===== config.mk =====
export PLATFORM = sky130hd
export DESIGN_NAME = canvas_write_scheduler
export DESIGN_NICKNAME = d
export VERILOG_FILES = /design/src/rtl/canvas_pkg.sv /design/src/rtl/rect_scanner.sv /design/src/rtl/canvas_write_scheduler.sv
export SDC_FILE = /design/constraint.sdc
export NUM_CORES = 1
export LEC_CHECK = 0
export BUFFER_PORTS_ARGS = -buffer_cell sky130_fd_sc_hd__buf_4
export CORE_ASPECT_RATIO = 0.8
export CORE_UTILIZATION = 25
export CTS_CLUSTER_DIAMETER = 150
export CTS_CLUSTER_SIZE = 16
export DETAILED_ROUTE_END_ITERATION = 10
export GPL_TIMING_DRIVEN = 0
export SYNTH_ARGS = -nofsm -noshare
export SYNTH_HDL_FRONTEND = slang
export SYNTH_SLANG_ARGS = --single-unit

===== constraint.sdc =====
create_clock -name clk -period 8.62 [get_ports clk]
set_input_delay 1.293 -clock clk [delete_from_list [all_inputs] [get_ports clk]]
set_output_delay 1.293 -clock clk [all_outputs]
set_load 0.1 [all_outputs]

===== src/rtl/canvas_pkg.sv =====
// rtl/canvas_pkg.sv - shared canvas types, constants and helpers
// Purpose: scheduler state encoding, default brush limit, coordinate width and
//          the brush-size clamp used when a stamp is accepted.
// Ports:   none (package).
package canvas_pkg;

    typedef enum logic [1:0] {
        IDLE  = 2'd0,
        STAMP = 2'd1,
        CLEAR = 2'd2
    } sched_state_t;

    localparam int MAX_BRUSH_DEFAULT = 8;
    localparam int COORD_W           = 10;

    function automatic logic [3:0] clampSize(input logic [3:0] size, input int maxBrush);
        if (int'(size) > maxBrush) begin
            return 4'(maxBrush);
        end
        return size;
    endfunction

endpackage


===== src/rtl/rect_scanner.sv =====
// rtl/rect_scanner.sv - dx/dy raster counter shared by stamp and clear scans
// Purpose: walks a spanX x spanY rectangle in raster order (dx inner, dy outer).
//          load restarts at (0,0) and captures the spans; advance steps to the
//          next position; last flags the final position of the rectangle.
// Ports:   clk, rst (async active-low), load, advance, spanX/spanY (rectangle
//          size), nextDx/nextDy (position after the current one), last.
module rect_scanner #(
    parameter int CW = 10
) (
    input  logic          clk,
    input  logic          rst,
    input  logic          load,
    input  logic          advance,
    input  logic [CW-1:0] spanX,
    input  logic [CW-1:0] spanY,
    output logic [CW-1:0] nextDx,
    output logic [CW-1:0] nextDy,
    output logic          last
);

    logic [CW-1:0] dx;
    logic [CW-1:0] dy;
    logic [CW-1:0] spanXq;
    logic [CW-1:0] spanYq;
    logic          endOfRow;

    assign endOfRow = (dx == spanXq - CW'(1));
    assign nextDx   = endOfRow ? '0 : dx + CW'(1);
    assign nextDy   = endOfRow ? dy + CW'(1) : dy;
    assign last     = endOfRow && (dy == spanYq - CW'(1));

    always_ff @(posedge clk or negedge rst) begin
        if (!rst) begin
            dx     <= '0;
            dy     <= '0;
            spanXq <= '0;
            spanYq <= '0;
        end else if (load) begin
            dx     <= '0;
            dy     <= '0;
            spanXq <= spanX;
            spanYq <= spanY;
        end else if (advance) begin
            dx <= nextDx;
            dy <= nextDy;
        end
    end

endmodule


===== src/rtl/canvas_write_scheduler.sv =====
// rtl/canvas_write_scheduler.sv - turns brush stamps and canvas clears into framebuffer writes
// Purpose: one registered framebuffer write per cycle. A stamp paints a square of
//          up to MAX_BRUSH pixels; a clear scans the whole canvas with color 0 and
//          has priority over stamps.
// Ports:   clk, rst (async active-low); clear_req (level); stamp_valid/stamp_ready
//          handshake with stamp_x, stamp_y, stamp_size, stamp_color; write_x,
//          write_y, write_en, write_color (framebuffer write); busy; clear_done.
// Build option: CANVAS_SCHED_CLIP_EN - when defined, stamp pixels that fall outside
//          the canvas keep write_en low (their cycles are still spent); when
//          undefined every stamp pixel is written at the low 10 bits of its address.
module canvas_write_scheduler
    import canvas_pkg::*;
#(
    parameter int WIDTH        = 640,
    parameter int HEIGHT       = 380,
    parameter int PALETTE_BITS = 2,
    parameter int MAX_BRUSH    = MAX_BRUSH_DEFAULT
) (
    input  logic                    clk,
    input  logic                    rst,
    input  logic                    clear_req,
    input  logic                    stamp_valid,
    output logic                    stamp_ready,
    input  logic [COORD_W-1:0]      stamp_x,
    input  logic [COORD_W-1:0]      stamp_y,
    input  logic [3:0]              stamp_size,
    input  logic [PALETTE_BITS-1:0] stamp_color,
    output logic [COORD_W-1:0]      write_x,
    output logic [COORD_W-1:0]      write_y,
    output logic                    write_en,
    output logic [PALETTE_BITS-1:0] write_color,
    output logic                    busy,
    output logic                    clear_done
);

    // The pixel address is formed one bit wider only when clipping needs to see
    // the carry; otherwise it deliberately wraps at the coordinate width.
`ifdef CANVAS_SCHED_CLIP_EN
    localparam int SUM_W = COORD_W + 1;
`else
    localparam int SUM_W = COORD_W;
`endif

    sched_state_t              state;
    sched_state_t              nextState;
    logic [COORD_W-1:0]        baseX;
    logic [COORD_W-1:0]        baseY;
    logic [PALETTE_BITS-1:0]   stampColor;
    logic [3:0]                clampedSize;
    logic                      accept;

    logic                      startClear;
    logic                      startStamp;
    logic                      stepStamp;
    logic                      stepClear;
    logic                      doneD;

    logic                      scanLoad;
    logic                      scanAdvance;
    logic [COORD_W-1:0]        scanSpanX;
    logic [COORD_W-1:0]        scanSpanY;
    logic [COORD_W-1:0]        scanNextDx;
    logic [COORD_W-1:0]        scanNextDy;
    logic                      scanLast;

    logic [COORD_W-1:0]        originX;
    logic [COORD_W-1:0]        originY;
    logic [COORD_W-1:0]        offsetX;
    logic [COORD_W-1:0]        offsetY;
    logic [SUM_W-1:0]          pixSumX;
    logic [SUM_W-1:0]          pixSumY;
    logic                      pixInside;

    logic                      wrEnD;
    logic [COORD_W-1:0]        wrXD;
    logic [COORD_W-1:0]        wrYD;
    logic [PALETTE_BITS-1:0]   wrColorD;

    assign clampedSize = clampSize(stamp_size, MAX_BRUSH);
    assign stamp_ready = rst && (state == IDLE) && !clear_req;
    assign accept      = stamp_valid && stamp_ready;
    assign busy        = (state != IDLE);

    rect_scanner #(.CW(COORD_W)) u_scanner (
        .clk     (clk),
        .rst     (rst),
        .load    (scanLoad),
        .advance (scanAdvance),
        .spanX   (scanSpanX),
        .spanY   (scanSpanY),
        .nextDx  (scanNextDx),
        .nextDy  (scanNextDy),
        .last    (scanLast)
    );

    // State register
    always_ff @(posedge clk or negedge rst) begin
        if (!rst) begin
            state <= IDLE;
        end else begin
            state <= nextState;
        end
    end

    // Next-state logic
    always_comb begin
        nextState = state;
        unique case (state)
            IDLE: begin
                if (clear_req) begin
                    nextState = CLEAR;
                end else if (accept && (clampedSize != 4'd0)) begin
                    nextState = STAMP;
                end
            end
            STAMP: begin
                if (clear_req) begin
                    nextState = CLEAR;
                end else if (scanLast) begin
                    nextState = IDLE;
                end
            end
            CLEAR: begin
                if (scanLast) begin
                    nextState = clear_req ? CLEAR : IDLE;
                end
            end
            default: nextState = IDLE;
        endcase
    end

    // Output logic: decides what the write registers present next cycle. The
    // scanner always tracks the pixel currently on the write outputs, so a
    // start presents (0,0) and a step presents the scanner's next position.
    always_comb begin
        startClear = 1'b0;
        startStamp = 1'b0;
        stepStamp  = 1'b0;
        stepClear  = 1'b0;
        doneD      = 1'b0;
        unique case (state)
            IDLE: begin
                if (clear_req) begin
                    startClear = 1'b1;
                end else if (accept && (clampedSize != 4'd0)) begin
                    startStamp = 1'b1;
                end
            end
            STAMP: begin
                if (clear_req) begin
                    startClear = 1'b1;
                end else if (!scanLast) begin
                    stepStamp = 1'b1;
                end
            end
            CLEAR: begin
                if (scanLast) begin
                    doneD      = 1'b1;
                    startClear = clear_req;
                end else begin
                    stepClear = 1'b1;
                end
            end
            default: ;
        endcase
    end

    // Stamp pixel address: the first pixel comes straight from the request
    // inputs because the base registers are only loaded on that same edge.
    always_comb begin
        originX = (state == IDLE) ? stamp_x : baseX;
        originY = (state == IDLE) ? stamp_y : baseY;
        offsetX = (state == IDLE) ? '0 : scanNextDx;
        offsetY = (state == IDLE) ? '0 : scanNextDy;
        pixSumX = SUM_W'(originX) + SUM_W'(offsetX);
        pixSumY = SUM_W'(originY) + SUM_W'(offsetY);
`ifdef CANVAS_SCHED_CLIP_EN
        pixInside = (pixSumX < SUM_W'(WIDTH)) && (pixSumY < SUM_W'(HEIGHT));
`else
        pixInside = 1'b1;
`endif
    end

    always_comb begin
        scanLoad    = startClear || startStamp;
        scanAdvance = stepStamp || stepClear;
        scanSpanX   = startClear ? COORD_W'(WIDTH)  : COORD_W'(clampedSize);
        scanSpanY   = startClear ? COORD_W'(HEIGHT) : COORD_W'(clampedSize);
        wrEnD       = 1'b0;
        wrXD        = write_x;
        wrYD        = write_y;
        wrColorD    = write_color;
        if (startClear) begin
            wrEnD    = 1'b1;
            wrXD     = '0;
            wrYD     = '0;
            wrColorD = '0;
        end else if (startStamp || stepStamp) begin
            wrEnD    = pixInside;
            wrXD     = pixSumX[COORD_W-1:0];
            wrYD     = pixSumY[COORD_W-1:0];
            wrColorD = startStamp ? stamp_color : stampColor;
        end else if (stepClear) begin
            wrEnD    = 1'b1;
            wrXD     = scanNextDx;
            wrYD     = scanNextDy;
            wrColorD = '0;
        end
    end

    always_ff @(posedge clk or negedge rst) begin
        if (!rst) begin
            write_en    <= 1'b0;
            write_x     <= '0;
            write_y     <= '0;
            write_color <= '0;
            clear_done  <= 1'b0;
            baseX       <= '0;
            baseY       <= '0;
            stampColor  <= '0;
        end else begin
            write_en    <= wrEnD;
            write_x     <= wrXD;
            write_y     <= wrYD;
            write_color <= wrColorD;
            clear_done  <= doneD;
            if (accept) begin
                baseX      <= stamp_x;
                baseY      <= stamp_y;
                stampColor <= stamp_color;
            end
        end
    end

endmodule


# [After elaboration in Yosys (flattened, before gate mapping)]
# Cells that the tools add are included.
[word_totals] register_bits=88 output_inout_bits=26 ramBits=0 n_memories=0 latch_bits=0 elab_cells=90 romBits=0 inputBits=30
[op_classes] n_bitwise=0 reduce_logical=16 muxes=47 n_lt_le_gt_ge=1 eq_ne=7 shift=0 n_div=0 add_sub_neg=6 n_mul=0
[op_table] op="10-bit 2-to-1 mux" count=17
[op_table] op="10-bit by 1-bit adder with 10-bit output, second input constant" count=2
[op_table] op="10-bit adder" count=2
[op_table] op="10-bit == test" count=2
[op_table] op="2-bit 2-to-1 mux" count=10
[op_table] op="10-bit by 1-bit subtractor with 10-bit output, second input constant" count=2
[op_table] op="1-bit 2-to-1 mux" count=15
[op_table] op="9-bit 2-to-1 mux" count=1
[op_table] op="4-bit 2-to-1 mux" count=2
[op_table] op="3-bit inequality test, second input constant" count=2
[op_table] op="2-bit one-hot mux with 3 select lines" count=1
[op_table] op="1-bit logical AND" count=5
[op_table] op="4-bit greater-than comparator, second input constant" count=1
[op_table] op="2-bit nonzero test" count=2
[op_table] op="4-bit nonzero test" count=1
[op_table] op="1-bit logical OR" count=3
[op_table] op="3-bit AND reduction" count=1
[op_table] op="3-bit nonzero test" count=1
[op_table] op="2-bit by 1-bit == test with 1-bit output, second input constant" count=1
[op_table] op="2-bit == test, second input constant" count=1
[op_table] op="2-bit logical NOT" count=1
[op_table] op="2-bit inequality test, second input constant" count=1
[op_table] op="1-bit one-hot mux with 2 select lines" count=1
[op_table] op="2-bit OR reduction" count=1
[op_table] op="1-bit logical NOT" count=1

# [Longest topological paths before layout]
# Gate-level depths: netlist of run 1.
[depth] word_depth=11 ltp_mapped=20 depth_no_buf=19

# [Modules after synthesis]
# Synthesis of run 1 repeated with hierarchy kept, for this count alone.
[hier_totals] cells_unflattened=666 area_unflattened_um2=6386.1
[by_module_without_submodules] module="canvas_write_scheduler" seq_area_each_um2=1201.2 n_inst=1 cells_per_inst=325 area_per_inst_um2=3258.1
[by_module_without_submodules] module="rect_scanner" seq_area_each_um2=1001.0 n_inst=1 cells_per_inst=341 area_per_inst_um2=3128.0

# [Worst setup path before layout of run 1]
# OpenSTA, ideal clock, no wires.
[synth_timing] kind="flip-flop to flip-flop" start="register u_scanner.spanXq[0]" end="register write_y[9]" synth_period_minus_slack_ns=4.109 arrival_ns=3.972 required_time_ns=8.483 path_buffers=2 stages_incl_launch_ff=21 path_slack_ns=4.511 setup_ns=0.137 path_cell_list="dfrtp_1 > buf_2 > inv_1 > ha_1 > nand2b_1 > a2111oi_2 > o211ai_1 > or2_2 > buf_2 > mux2i_1 > or2_2 > inv_1 > ha_1 > a21o_1 > a21oi_1 > nand2b_1 > a21boi_0 > o221ai_1 > o21a_1 > xor2_1 > a21oi_1"
[synth_via] elab_chain_len=9 elab_cells_between_ends=17 cone_classes="2 x add/sub; 1 x eq/ne; 11 x mux; 3 x reduce/logical"
[synth_lines] item="start: declaration" line_no="rect_scanner.sv:23" rtl="logic [CW-1:0] spanXq;"
[synth_lines] item="start signal: assignment" line_no="rect_scanner.sv:41" rtl="spanXq <= spanX;"
[synth_lines] item="10-bit by 1-bit subtractor with 10-bit output (*)" line_no="rect_scanner.sv:27" rtl="assign endOfRow = (dx == spanXq - CW'(1));"
[synth_lines] item="10-bit == test (*)" line_no="rect_scanner.sv:27"
[synth_lines] item="parallel branches: the longest is 7 deep, another holds 10-bit adder"
[synth_lines] item="end signal: assignment" line_no="canvas_write_scheduler.sv:224" rtl="write_y <= wrYD;"
[synth_lines] item="end: declaration" line_no="canvas_write_scheduler.sv:29" rtl="output logic [COORD_W-1:0] write_y,"
# Every way passes the cells marked *. The select of a mux whose other input is x is not followed.
# A chain may end at the register's enable or synchronous reset.

# [Worst setup path after layout of run 1]
[layout_timing] start="register u_scanner.spanXq[0]" end="register write_y[8]"
# Same word-level chain as after synthesis.

==> results of run 1 <==
==> how the worst max path moves through the flow <==
stage                   startpoint    endpoint  slack [ns]  depth (start not counted)
2_1_floorplan  u_scanner.spanXq[0]  write_y[9]        4.51                         20
3_3_place_gp              state[0]  write_y[8]        3.79                         18
3_5_place_dp              state[0]  write_y[8]        3.76                         18
4_1_cts                   state[0]  write_y[8]        3.72                         18
5_1_grt        u_scanner.spanXq[0]  write_y[8]        3.22                         20
6_report       u_scanner.spanXq[0]  write_y[8]        3.69                         20
==> flip-flops by register name, summed over array words and instances (netlist names) <==
| signal | flops |
|---|---|
| stampColor | 2 |
| u_scanner.spanXq | 5 |
| write_en | 1 |
| u_scanner.dy | 10 |
| baseX | 10 |
| state | 2 |
| write_y | 10 |
| u_scanner.dx | 10 |
| write_x | 10 |
| u_scanner.spanYq | 2 |
| clear_done | 1 |
| write_color | 2 |
| baseY | 10 |
==> per-stage QoR <==
stage	hold WS [ns]	instances	setup slack, ns	total power, uW	util
3_3_place_gp	0.453	913	3.79	1960	0.296
6_report	0.472	929	3.69	2400	0.312
4_1_cts	0.475	929	3.72	2400	0.312
2_1_floorplan	0.442	594	4.51	1610	-
5_1_grt	0.501	929	3.22	2550	0.312
3_5_place_dp	0.458	913	3.76	1970	0.296
==> layout make-up <==
type                            count  area (um2)  share of cell area
Buffer                             31         141              0.0225
Clock buffer                        9         225              0.0358
Clock inverter                      7         100              0.0159
Inverter                           24        90.1              0.0143
Multi-Input combinational cell    464        3110               0.495
Sequential cell                    75        1880               0.299
Tap cell                          264         330              0.0526
Timing Repair Buffer               55         413              0.0657
==> cells in the mapped netlist (2+ instances only) <==
library cell                instances
sky130_fd_sc_hd__a211oi_1           8
sky130_fd_sc_hd__o31ai_1           12
sky130_fd_sc_hd__or2_2              7
sky130_fd_sc_hd__or4_1              2
sky130_fd_sc_hd__nor2b_1            5
sky130_fd_sc_hd__nand3_1           17
sky130_fd_sc_hd__clkbuf_1          23
sky130_fd_sc_hd__nor2_1            39
sky130_fd_sc_hd__nor4_2             2
sky130_fd_sc_hd__a311oi_1           2
sky130_fd_sc_hd__or3_1              7
sky130_fd_sc_hd__nor4_1             9
sky130_fd_sc_hd__buf_2              5
sky130_fd_sc_hd__a21boi_0           2
sky130_fd_sc_hd__and3_1             4
sky130_fd_sc_hd__nor3b_1            4
sky130_fd_sc_hd__nand2b_1           4
sky130_fd_sc_hd__xnor2_1           32
sky130_fd_sc_hd__a21oi_1           25
sky130_fd_sc_hd__ha_1              28
sky130_fd_sc_hd__buf_6              2
sky130_fd_sc_hd__o22ai_2            2
sky130_fd_sc_hd__nand3b_1           3
sky130_fd_sc_hd__mux2_2            17
sky130_fd_sc_hd__o211ai_1          11
sky130_fd_sc_hd__dfrtp_1           75
sky130_fd_sc_hd__a21o_1             6
sky130_fd_sc_hd__nand2_1          115
sky130_fd_sc_hd__o22ai_1            4
sky130_fd_sc_hd__nor3_1            11
sky130_fd_sc_hd__mux2i_1            6
sky130_fd_sc_hd__nor3_4             2
sky130_fd_sc_hd__inv_1             23
sky130_fd_sc_hd__o22a_1             2
sky130_fd_sc_hd__fa_1               2
sky130_fd_sc_hd__nand4_1            5
sky130_fd_sc_hd__o21a_1             4
sky130_fd_sc_hd__a211o_1            3
sky130_fd_sc_hd__xor2_1            16
sky130_fd_sc_hd__o21ai_0           16
sky130_fd_sc_hd__a22o_1             2
sky130_fd_sc_hd__o2bb2ai_1          7
sky130_fd_sc_hd__and2_1             2
==> critical path, stage by stage (launching register included) <==
cell and delay, ns:
sky130_fd_sc_hd__dfrtp_1 0.33, sky130_fd_sc_hd__buf_2 0.20, sky130_fd_sc_hd__inv_1 0.08, sky130_fd_sc_hd__ha_1 0.30, sky130_fd_sc_hd__nand2b_1 0.19, sky130_fd_sc_hd__a2111oi_2 0.43, sky130_fd_sc_hd__o211ai_1 0.40, sky130_fd_sc_hd__nor2_1 0.73
sky130_fd_sc_hd__xnor2_1 0.20, sky130_fd_sc_hd__nor2_1 0.14, sky130_fd_sc_hd__ha_1 0.19, sky130_fd_sc_hd__inv_1 0.06, sky130_fd_sc_hd__fa_1 0.40, sky130_fd_sc_hd__nor2b_1 0.14, sky130_fd_sc_hd__o21ai_0 0.12, sky130_fd_sc_hd__a21boi_0 0.24
sky130_fd_sc_hd__o21ai_0 0.14, sky130_fd_sc_hd__a21oi_1 0.20, sky130_fd_sc_hd__or3_1 0.13, sky130_fd_sc_hd__nand3_1 0.08, sky130_fd_sc_hd__a21oi_1 0.17
==> routing by layer <==
layer	wire length [um]	part of all wire
met1	8380	0.52
met4	105	0.0065
met3	1060	0.066
met5	0	0
met2	6570	0.41
==> placed cells by master (no fill, tap or decap), drive strengths merged, types with 3 or more instances in the layout <==
| cell type | synthesis | routed |
|---|---|---|
| nand2 | 115 | 115 |
| dfrtp | 75 | 75 |
| buf | 8 | 63 |
| nor2 | 39 | 39 |
| xnor2 | 32 | 32 |
| clkbuf | 23 | 32 |
| ha | 28 | 28 |
| inv | 24 | 26 |
| a21oi | 25 | 25 |
| nand3 | 18 | 18 |
| mux2 | 17 | 17 |
| o21ai | 17 | 17 |
| xor2 | 16 | 16 |
| nor3 | 13 | 13 |
| o31ai | 12 | 12 |
| o211ai | 11 | 11 |
| nor4 | 11 | 11 |
| a211oi | 8 | 8 |
| or3 | 7 | 7 |
| or2 | 7 | 7 |
| o2bb2ai | 7 | 7 |
| mux2i | 6 | 6 |
| a21o | 6 | 6 |
| o22ai | 6 | 6 |
| nand4 | 5 | 5 |
| nor2b | 5 | 5 |
| nor3b | 4 | 4 |
| nand2b | 4 | 4 |
| o21a | 4 | 4 |
| and3 | 4 | 4 |
| nand3b | 3 | 3 |
| a211o | 3 | 3 |
| clkinv | 0 | 3 |
| a31oi | 3 | 3 |
==> power breakdown <==
group | internal (uW) | switching (uW)
Combinational | 448 | 965
Clock | 256 | 170
Sequential | 469 | 91.2
==> cell families after synthesis <==
group,synth area share
xor gates and xnor gates,0.0849
and+or+nand+nor,0.224
muxes,0.0482
adders and majority gates,0.0748
AOI/OAI and AO/OA,0.164
DFF,0.360
buffers and inverters,0.0444
==> impl_metrics.ini, run 1 <==
[drt]
final_routed_drc_violation_total = 0
drtIter0Drc = 430
vias = 4588
vias_per_cell = 4.94
first_pass_iters = 5
avgRoutedWirePerCell_um = 17.3
route.final.wire_length_mm = 16.1
ant_nets = 0

[yosys]
syn_area_mm2 = 0.00522
synth-seq-cells = 75
async_reset_ff_frac = 1.00
mappedNetlistNets = 654
ys.flop_type = sky130_fd_sc_hd__dfrtp_1
synth.yosys.warnings = 0
netlist-cell-type-count = 64
synthTopCellsByArea = sky130_fd_sc_hd__dfrtp_1 (36%), sky130_fd_sc_hd__nand2_1 (8.3%), sky130_fd_sc_hd__ha_1 (6.7%), sky130_fd_sc_hd__xnor2_1 (5.4%), sky130_fd_sc_hd__mux2_2 (3.7%)
mean_area_per_synthesized_cell_um2 = 8.78
synthDominantCellAreaShare = 0.360
proportion_of_synthesized_chip_area_in_sequential_cells = 0.360
synth_edf_count = 0
synth_cells = 594
synth_area_leader = sky130_fd_sc_hd__dfrtp_1

[min_path]
hold_start = baseY[4]
min_path_type = reg2reg
worst_hold_path.endpoint = baseY[4]
timing.hold.worst_path_depth = 2

[global_routing]
global_route.usage.met3 = 0.0309
met2_layer_usage_reported_by_global_route = 0.210
grt_antenna_before_repair = 0
global_route_congestion_overflow_total = 0
grt_util_met1 = 0.253
maximum_number_of_pins_on_one_net_before_global_route_repair = 77
first_pass_grt_wire_length_mm = 25.9
grt.busiest_layer = met1
track_usage = 0.157
grt_pass1_vias = 4428

[run_status]
run_status = finished clean

[floorplanning]
num_io_pins = 56
initial_utilization = 0.259
floorplan.core_area_mm2 = 0.0201
floorplan.die_area_mm2 = 0.0214
floorplan.die.width_um = 163
die-height_um = 131
placementRows = 46

[cells_and_area]
area_growth_pct = 20.5
insertedDiodeCount = 0
nNetsFinal = 720
final_layout_size_suffix_gt1_frac = 0.176
final_cell_area_mm2 = 0.00628
fillCellCount = 2141

[timing]
fin_worst_skew_ns = 0.0116
rsz0062_at_grt = no
min_period_over_period = 0.572
final-max-slew-violation-count = 0
least_margin_pin_slew_ns = 1.02
report.final.hold_viol_count = 0
fin_tns_setup_ns = 0
setup_viol_count_final = 0
max_freq_mhz = 203
finalCriticalPeriod_ns = 4.93
maxSlewHeadroom = 0.319

[clock_network]
cts-hold-fix-buffers = 0
cts_buffer_depth = 2
clk_lat_worst_skew_ns = 0.35
root_buffer = sky130_fd_sc_hd__clkbuf_16
tritoncts_clock_tree = yes
htree_num_levels = 3
cts_resized = 0
tritoncts_buffers = 9
cts_sinks = 75
clock_edge_transition_at_the_registers_on_the_reported_setup_and_hold_paths_ns = 0.07
postCtsSetupRepairBufs = 0

[placed_design]
detailed_place.area_mm2 = 0.00596
placement.io_buffers = 55
place.gp.congestion = 0.876
dp_hpwl_mm = 11.8

[worst_setup_path]
reg2reg_to = write_y[8]
crit_path_end_kind = register
worstSetupPathType = reg2reg
reg2reg_slack_ns = 3.69
critical_path_peak_fanout = 10
cp_data_arrival_time_ns = 5.20
worstReg2RegStart = u_scanner.spanXq[0]
crit_required_ns = 8.89
worst_r2r_path_depth = 20
setup.worst_path.start_class = register

[pwr]
power_leakage_uw = 0.00280
p_per_area_mw_per_mm2 = 382
ir_drop_worst_vdd_v = 0.000167

[job]
max-cap-violations = 0
(Power assumes the default switching activity.)
==> run 2: changes to the inputs <==
==> constraint.sdc (replaced) <==
create_clock -name clk -period 4.55 [get_ports clk]
set_input_delay 0.6825 -clock clk [delete_from_list [all_inputs] [get_ports clk]]
set_output_delay 0.6825 -clock clk [all_outputs]
set_load 0.1 [all_outputs]
==> run 2 against run 1 <==
Critical path depth did not move. Worst setup slack lost 3.4 ns. Final area grew 1.2%. Count of clock-buffer cells in the layout is the same. Maximum frequency up 15%. Clock skew is 0.0011 ns lower. Clock power rose by 90%. Hold slack worse by 0.0046 ns. Largest cell class unchanged. Non-clock buffer count increased by 3. Cell count rose by 0.32%. Combinational power is 90% higher.
==> impl_metrics.ini, run 2 (synthesis gave the netlist of run 1 again) <==
[drt]
route.final.wire_length_mm = 16.0
topRoutingLayerUsed = met4
drtIter0Drc = 438
ant_nets = 0
vias_per_cell = 4.99
wl_met3_mm = 1.03
drt-met1-wl_mm = 8.27
first_pass_iters = 5
avgRoutedWirePerCell_um = 17.1
vias = 4647
dr_wl_met2_mm = 6.56
final_routed_drc_violation_total = 0

[clock_network]
cts-hold-fix-buffers = 0
root_buffer = sky130_fd_sc_hd__clkbuf_16
cts_buffer_depth = 2
clock_edge_transition_at_the_registers_on_the_reported_setup_and_hold_paths_ns = 0.07
tritoncts_buffers = 9
cts_sinks = 75
tritoncts_clock_tree = yes
htree_num_levels = 3
clk_lat_worst_skew_ns = 0.35

[cells_and_area]
final_layout_size_suffix_gt1_frac = 0.190
final_cell_area_mm2 = 0.00636
layout.core_utilization = 0.316
area_growth_pct = 21.9
insertedDiodeCount = 0
layout.cells.most_common = sky130_fd_sc_hd__nand2_1
nNetsFinal = 723
mostFrequentLayoutCells = sky130_fd_sc_hd__nand2_1 (115), sky130_fd_sc_hd__dfrtp_1 (75), sky130_fd_sc_hd__buf_4 (60)

[placed_design]
dp_hpwl_mm = 11.8
place.gp.congestion = 0.876
detailed_place.area_mm2 = 0.00596
placement.io_buffers = 55

[worst_setup_path]
crit_path_end_kind = register
slowest_delay_ns = 0.36
worst_path_dominant_cell_family = compound AO/OA/AOI/OAI gates
crit_required_ns = 4.75
critical_path.slowest_cell = sky130_fd_sc_hd__dfrtp_1
cp_data_arrival_time_ns = 4.50
worstSetupPathType = reg2reg
worst_r2r_path_depth = 20
critical_path_peak_fanout = 10
worstPathBufferInverterCount = 4
setup.worst_path.start_class = register
number_of_gates_on_the_worst_path_with_buffers_counted = 20
crit_path_cell_trace = buf_2 > inv_1 > ha_4 > or3b_1 > o22ai_1 > o211ai_1 > or2_2 > buf_2 > mux2i_1 > or2_2 > inv_1 > ha_1 > a21o_1 > a21oi_2 > nand2b_1 > a21boi_0 > o221ai_2 > o21a_1 > xor2_1 > a21oi_1

[timing]
maxSlewHeadroom = 0.325
max_freq_mhz = 233
fin_worst_skew_ns = 0.0105
finalCriticalPeriod_ns = 4.30
final-max-slew-violation-count = 0
setup_viol_count_final = 0
report.final.hold_viol_count = 0
min_period_over_period = 0.945
least_margin_pin_slew_ns = 1.01
fin_worst_hold_slack_ns = 0.467

[global_routing]
global_route_congestion_overflow_total = 0
first_pass_grt_wire_length_mm = 25.8
grt_antenna_before_repair = 0
maximum_number_of_pins_on_one_net_before_global_route_repair = 77
track_usage = 0.156
grt_pass1_vias = 4475

[pwr]
ir_drop_worst_vdd_v = 0.000317
p_comb_frac = 0.589
power.sequential.fraction = 0.234
power_frac_clock = 0.178
fraction_of_power_spent_switching_nets = 0.509
switching_power_uw = 2320
p_per_area_mw_per_mm2 = 716
p_int_uw = 2240
power_leakage_uw = 0.00282

[floorplanning]
initial_utilization = 0.259
floorplan.die_area_mm2 = 0.0214
num_io_pins = 56
floorplan.core_area_mm2 = 0.0201
floorplan.die.width_um = 163
die-height_um = 131
placementRows = 46

[job]
max-cap-violations = 0

[run_status]
run_status = finished clean

[min_path]
min_path_type = reg2reg
timing.hold.worst_path_depth = 2
## run 2: cell count changes in the layout (fill, tap and decap cells not counted), sizes merged
cell | previous run | this run
buf | 63 | 67
clkbuf | 32 | 31
## run 2: stage by stage
stage	setup WS (ns)	std cells	power, uW	TNS [ns]
5_1_grt	-0.00122	932	4830	-0.00122
2_1_floorplan	0.441	594	3050	0
6_report	0.251	932	4560	0
4_1_cts	0.0550	932	4540	0
3_5_place_dp	-0.307	913	3730	-0.763
3_3_place_gp	-0.277	913	3720	-0.641
## run 2: layer usage
metal	vias to the layer above	global-route usage
li1	2234	-
met1	2249	0.250
met2	151	0.210
met3	13	0.0313
met4	0	0.0293
met5	-	0
## run 2: worst paths after layout
path | to | from | slack (ns)
setup / recovery | write_y[9] | u_scanner.spanXq[0] | 0.25
hold / removal | baseX[5] | baseX[5] | 0.47
setup reg to reg | write_y[9] | u_scanner.spanXq[0] | 0.25
hold reg to reg | baseX[5] | baseX[5] | 0.47
max in group asynchronous | u_scanner.dx[4] | rst | 3.39
min in group asynchronous | state[1] | rst | 0.50
## run 2: power by group through the flow
stage | Clock [uW] | Sequential (uW) | Combinational [uW]
final | 809 | 1060 | 2680
after global routing | 852 | 1090 | 2890
after CTS | 816 | 1060 | 2660
after detailed placement | 0 | 1070 | 2660
after global placement | 0 | 1070 | 2650
after floorplan | 0 | 1600 | 1450
## run 2: layout make-up
type | instances | area [um2]
Sequential cell | 75 | 1880
Buffer | 30 | 139
Clock buffer | 9 | 225
Fill cell | 2134 | 13800
Multi-Input combinational cell | 464 | 3160
Clock inverter | 7 | 100
Inverter | 24 | 90.1
Timing Repair Buffer | 59 | 443
Tap cell | 264 | 330
## run 2: worst register-to-register path: cells and delay by family, from the launching register on
| kind | cells | cell delay (ns) |
|---|---|---|
| AO/OA/AOI/OAI | 8 | 1.37 |
| XOR/XNOR | 1 | 0.15 |
| multiplexers | 1 | 0.18 |
| adder cells (fa/ha/maj) | 2 | 0.41 |
| flip-flops | 1 | 0.36 |
| AND/OR/NAND/NOR | 4 | 1.12 |
| buffers and inverters | 4 | 0.57 |
## run 2: what timing repair did
action                     4_1_cts  5_1_grt
setup endpoints to repair        6        6
setup buffers                    4        0
pin swaps                        1        1
gates resized for setup          3        9
==> run 3: changes to the inputs <==
--- a/config.mk
+++ b/config.mk
@@ -6,12 +6,15 @@
 export NUM_CORES = 1
 export LEC_CHECK = 0
 export BUFFER_PORTS_ARGS = -buffer_cell sky130_fd_sc_hd__buf_4
+export CELL_PAD_IN_SITES_DETAIL_PLACEMENT = 1
+export CELL_PAD_IN_SITES_GLOBAL_PLACEMENT = 1
 export CORE_ASPECT_RATIO = 0.8
 export CORE_UTILIZATION = 25
 export CTS_CLUSTER_DIAMETER = 150
-export CTS_CLUSTER_SIZE = 16
 export DETAILED_ROUTE_END_ITERATION = 10
 export GPL_TIMING_DRIVEN = 0
+export PLACE_DENSITY_LB_ADDON = 0.1
 export SYNTH_ARGS = -nofsm -noshare
 export SYNTH_HDL_FRONTEND = slang
 export SYNTH_SLANG_ARGS = --single-unit
+export TNS_END_PERCENT = 50
==> run 3 against run 2 <==
Hold slack improved by 0.0084 ns. Register-to-register slack improved by 0.04 ns. Count of clock-buffer cells in the layout unchanged. Largest power group unchanged. Critical path depth decreased by 1. Worst setup slack improved by 0.037 ns. Total power increased by 3.3%. Critical endpoint unchanged. Final area increased by 0.65%. Routed wire length increased by 18%. Global-route usage increased by 3.1 points. Sequential share of layout area decreased by 0.19 points. Via count decreased by 0.32%.
==> impl_metrics.ini, run 3 (synthesis gave the netlist of run 1 again) <==
[worst_setup_path]
crit_path_cell_trace = clkbuf_4 > inv_1 > ha_4 > or3b_1 > o22ai_2 > o211ai_1 > or2_2 > mux2i_1 > or2_2 > inv_1 > ha_1 > a21o_1 > a21oi_2 > nand2b_1 > a21boi_1 > o221ai_2 > o21a_1 > xor2_1 > a21oi_1
critical_path_peak_fanout = 10
worst_path_dominant_cell_family = compound AO/OA/AOI/OAI gates
worstPathBufferInverterCount = 3
cp_data_arrival_time_ns = 4.47
setup.worst_path.start_class = register
crit_path_end_kind = register
number_of_gates_on_the_worst_path_with_buffers_counted = 19
worstSetupPathType = reg2reg
worst_r2r_path_depth = 19
critical_path.slowest_cell = sky130_fd_sc_hd__or2_2
slowest_delay_ns = 0.45
crit_required_ns = 4.75
reg2reg_slack_ns = 0.29

[cells_and_area]
mostFrequentLayoutCells = sky130_fd_sc_hd__nand2_1 (115), sky130_fd_sc_hd__dfrtp_1 (75), sky130_fd_sc_hd__buf_4 (61)
layout.cells.most_common = sky130_fd_sc_hd__nand2_1
sequential_cell_area_mm2 = 0.00188
multiInputGateArea_mm2 = 0.00317
insertedDiodeCount = 0
final_layout_size_suffix_gt1_frac = 0.197
area_growth_pct = 22.7
final_cells = 933
fillCellCount = 2378
nNetsFinal = 724

[global_routing]
first_pass_grt_wire_length_mm = 30.0
global_route_congestion_overflow_total = 0
grt_antenna_before_repair = 0
grt_pass1_vias = 5052
maximum_number_of_pins_on_one_net_before_global_route_repair = 77
track_usage = 0.187

[pwr]
p_comb_frac = 0.591
power.sequential.fraction = 0.226
power_frac_clock = 0.182
switching_power_uw = 2410
power_leakage_uw = 0.00283
ir_drop_worst_vdd_v = 0.000392
p_per_area_mw_per_mm2 = 735
p_int_uw = 2300
fraction_of_power_spent_switching_nets = 0.512

[timing]
finalCriticalPeriod_ns = 4.26
least_margin_pin_slew_ns = 1.07
report.final.hold_viol_count = 0
min_period_over_period = 0.937
finalWorstSetupSlack_ns = 0.288
fin_worst_skew_ns = 0.00566
maxSlewHeadroom = 0.286
max_freq_mhz = 235
final-max-slew-violation-count = 0
setup_viol_count_final = 0

[drt]
avgRoutedWirePerCell_um = 20.3
final_routed_drc_violation_total = 0
drtIter0Drc = 208
first_pass_iters = 4
vias_per_cell = 4.96
route.final.wire_length_mm = 18.9
ant_nets = 0
vias = 4632

[clock_network]
root_buffer = sky130_fd_sc_hd__clkbuf_16
clk_lat_worst_skew_ns = 0.35
tritoncts_buffers = 9
cts_buffer_depth = 2
htree_num_levels = 3
clock_edge_transition_at_the_registers_on_the_reported_setup_and_hold_paths_ns = 0.07
cts_sinks = 75
cts-hold-fix-buffers = 0
tritoncts_clock_tree = yes

[placed_design]
dp_hpwl_mm = 14.1
post_placement_worst_setup_slack_ns = -0.468
placement.io_buffers = 55
placed_cells_incl_taps = 913
place.gp.congestion = 0.817

[floorplanning]
floorplan.die_area_mm2 = 0.0214
die-height_um = 131
initial_utilization = 0.259
num_io_pins = 56
floorplan.core_area_mm2 = 0.0201
placementRows = 46
floorplan.die.width_um = 163

[min_path]
timing.hold.worst_path_depth = 2
min_path_type = reg2reg

[run_status]
run_status = finished clean

[job]
max-cap-violations = 0
-- run 3: power by group through the flow --
stage,registers [uW],logic (uW),clock network [uW]
2_1_floorplan,1600,1450,0
3_3_place_gp,1070,2730,0
3_5_place_dp,1080,2770,0
4_1_cts,1070,2790,886
5_1_grt,1100,3030,906
6_report,1070,2780,859
-- run 3: what timing repair did --
| item | in CTS | in global routing |
|---|---|---|
| setup endpoints to repair | 9 | 9 |
| gates resized for setup | 6 | 15 |
| buffers inserted | 4 | 1 |
| pin swaps | 2 | 2 |
| endpoints found under the hold margin | 0 | 0 |
-- run 3: final timing paths --
| kind | from | end |
|---|---|---|
| max | u_scanner.spanXq[0] | write_y[9] |
| min | baseX[5] | baseX[5] |
| max reg2reg | u_scanner.spanXq[0] | write_y[9] |
| min reg2reg | baseX[5] | baseX[5] |
| max in group asynchronous | rst | write_color[1] |
| min in group asynchronous | rst | baseY[3] |
-- run 3: cell type report --
cell class,instances,share of cell area
clock inverters,7,0.0182
plain buffers,30,0.0223
flip-flops and latches,75,0.293
multi-input cells,464,0.495
clock buffers,9,0.0352
well taps,264,0.0516
repair buffers,60,0.0704
inverters,24,0.0141
-- run 3: worst register-to-register path, stage by stage, from the launching register on --
cell and delay (ns):
sky130_fd_sc_hd__dfrtp_1 0.36, sky130_fd_sc_hd__clkbuf_4 0.18, sky130_fd_sc_hd__inv_1 0.14, sky130_fd_sc_hd__ha_4 0.21
sky130_fd_sc_hd__or3b_1 0.37, sky130_fd_sc_hd__o22ai_2 0.19, sky130_fd_sc_hd__o211ai_1 0.17, sky130_fd_sc_hd__or2_2 0.46
sky130_fd_sc_hd__mux2i_1 0.20, sky130_fd_sc_hd__or2_2 0.33, sky130_fd_sc_hd__inv_1 0.07, sky130_fd_sc_hd__ha_1 0.21
sky130_fd_sc_hd__a21o_1 0.19, sky130_fd_sc_hd__a21oi_2 0.16, sky130_fd_sc_hd__nand2b_1 0.13, sky130_fd_sc_hd__a21boi_1 0.10
sky130_fd_sc_hd__o221ai_2 0.20, sky130_fd_sc_hd__o21a_1 0.19, sky130_fd_sc_hd__xor2_1 0.16, sky130_fd_sc_hd__a21oi_1 0.09
-- run 3: metrics by stage --
stage	setup TNS [ns]	hold slack, ns	utilization	power, uW	cell area (um2)
after floorplan	0	0.387	-	3050	5220
after global placement	-1.41	0.455	0.296	3800	5960
after detailed placement	-1.87	0.460	0.296	3850	5960
after CTS	0	0.478	0.315	4740	6350
after global routing	-0.00117	0.509	0.318	5040	6400
final	0	0.476	0.318	4710	6400
-- run 3: layer usage --
metal / GRT usage / share of wire / vias to the layer above
met4: 0.0422 / 0.013 / 0
met5: 0 / 0 / -
met3: 0.0344 / 0.042 / 15
met1: 0.261 / 0.48 / 2308
met2: 0.297 / 0.46 / 78
li1: - / - / 2231
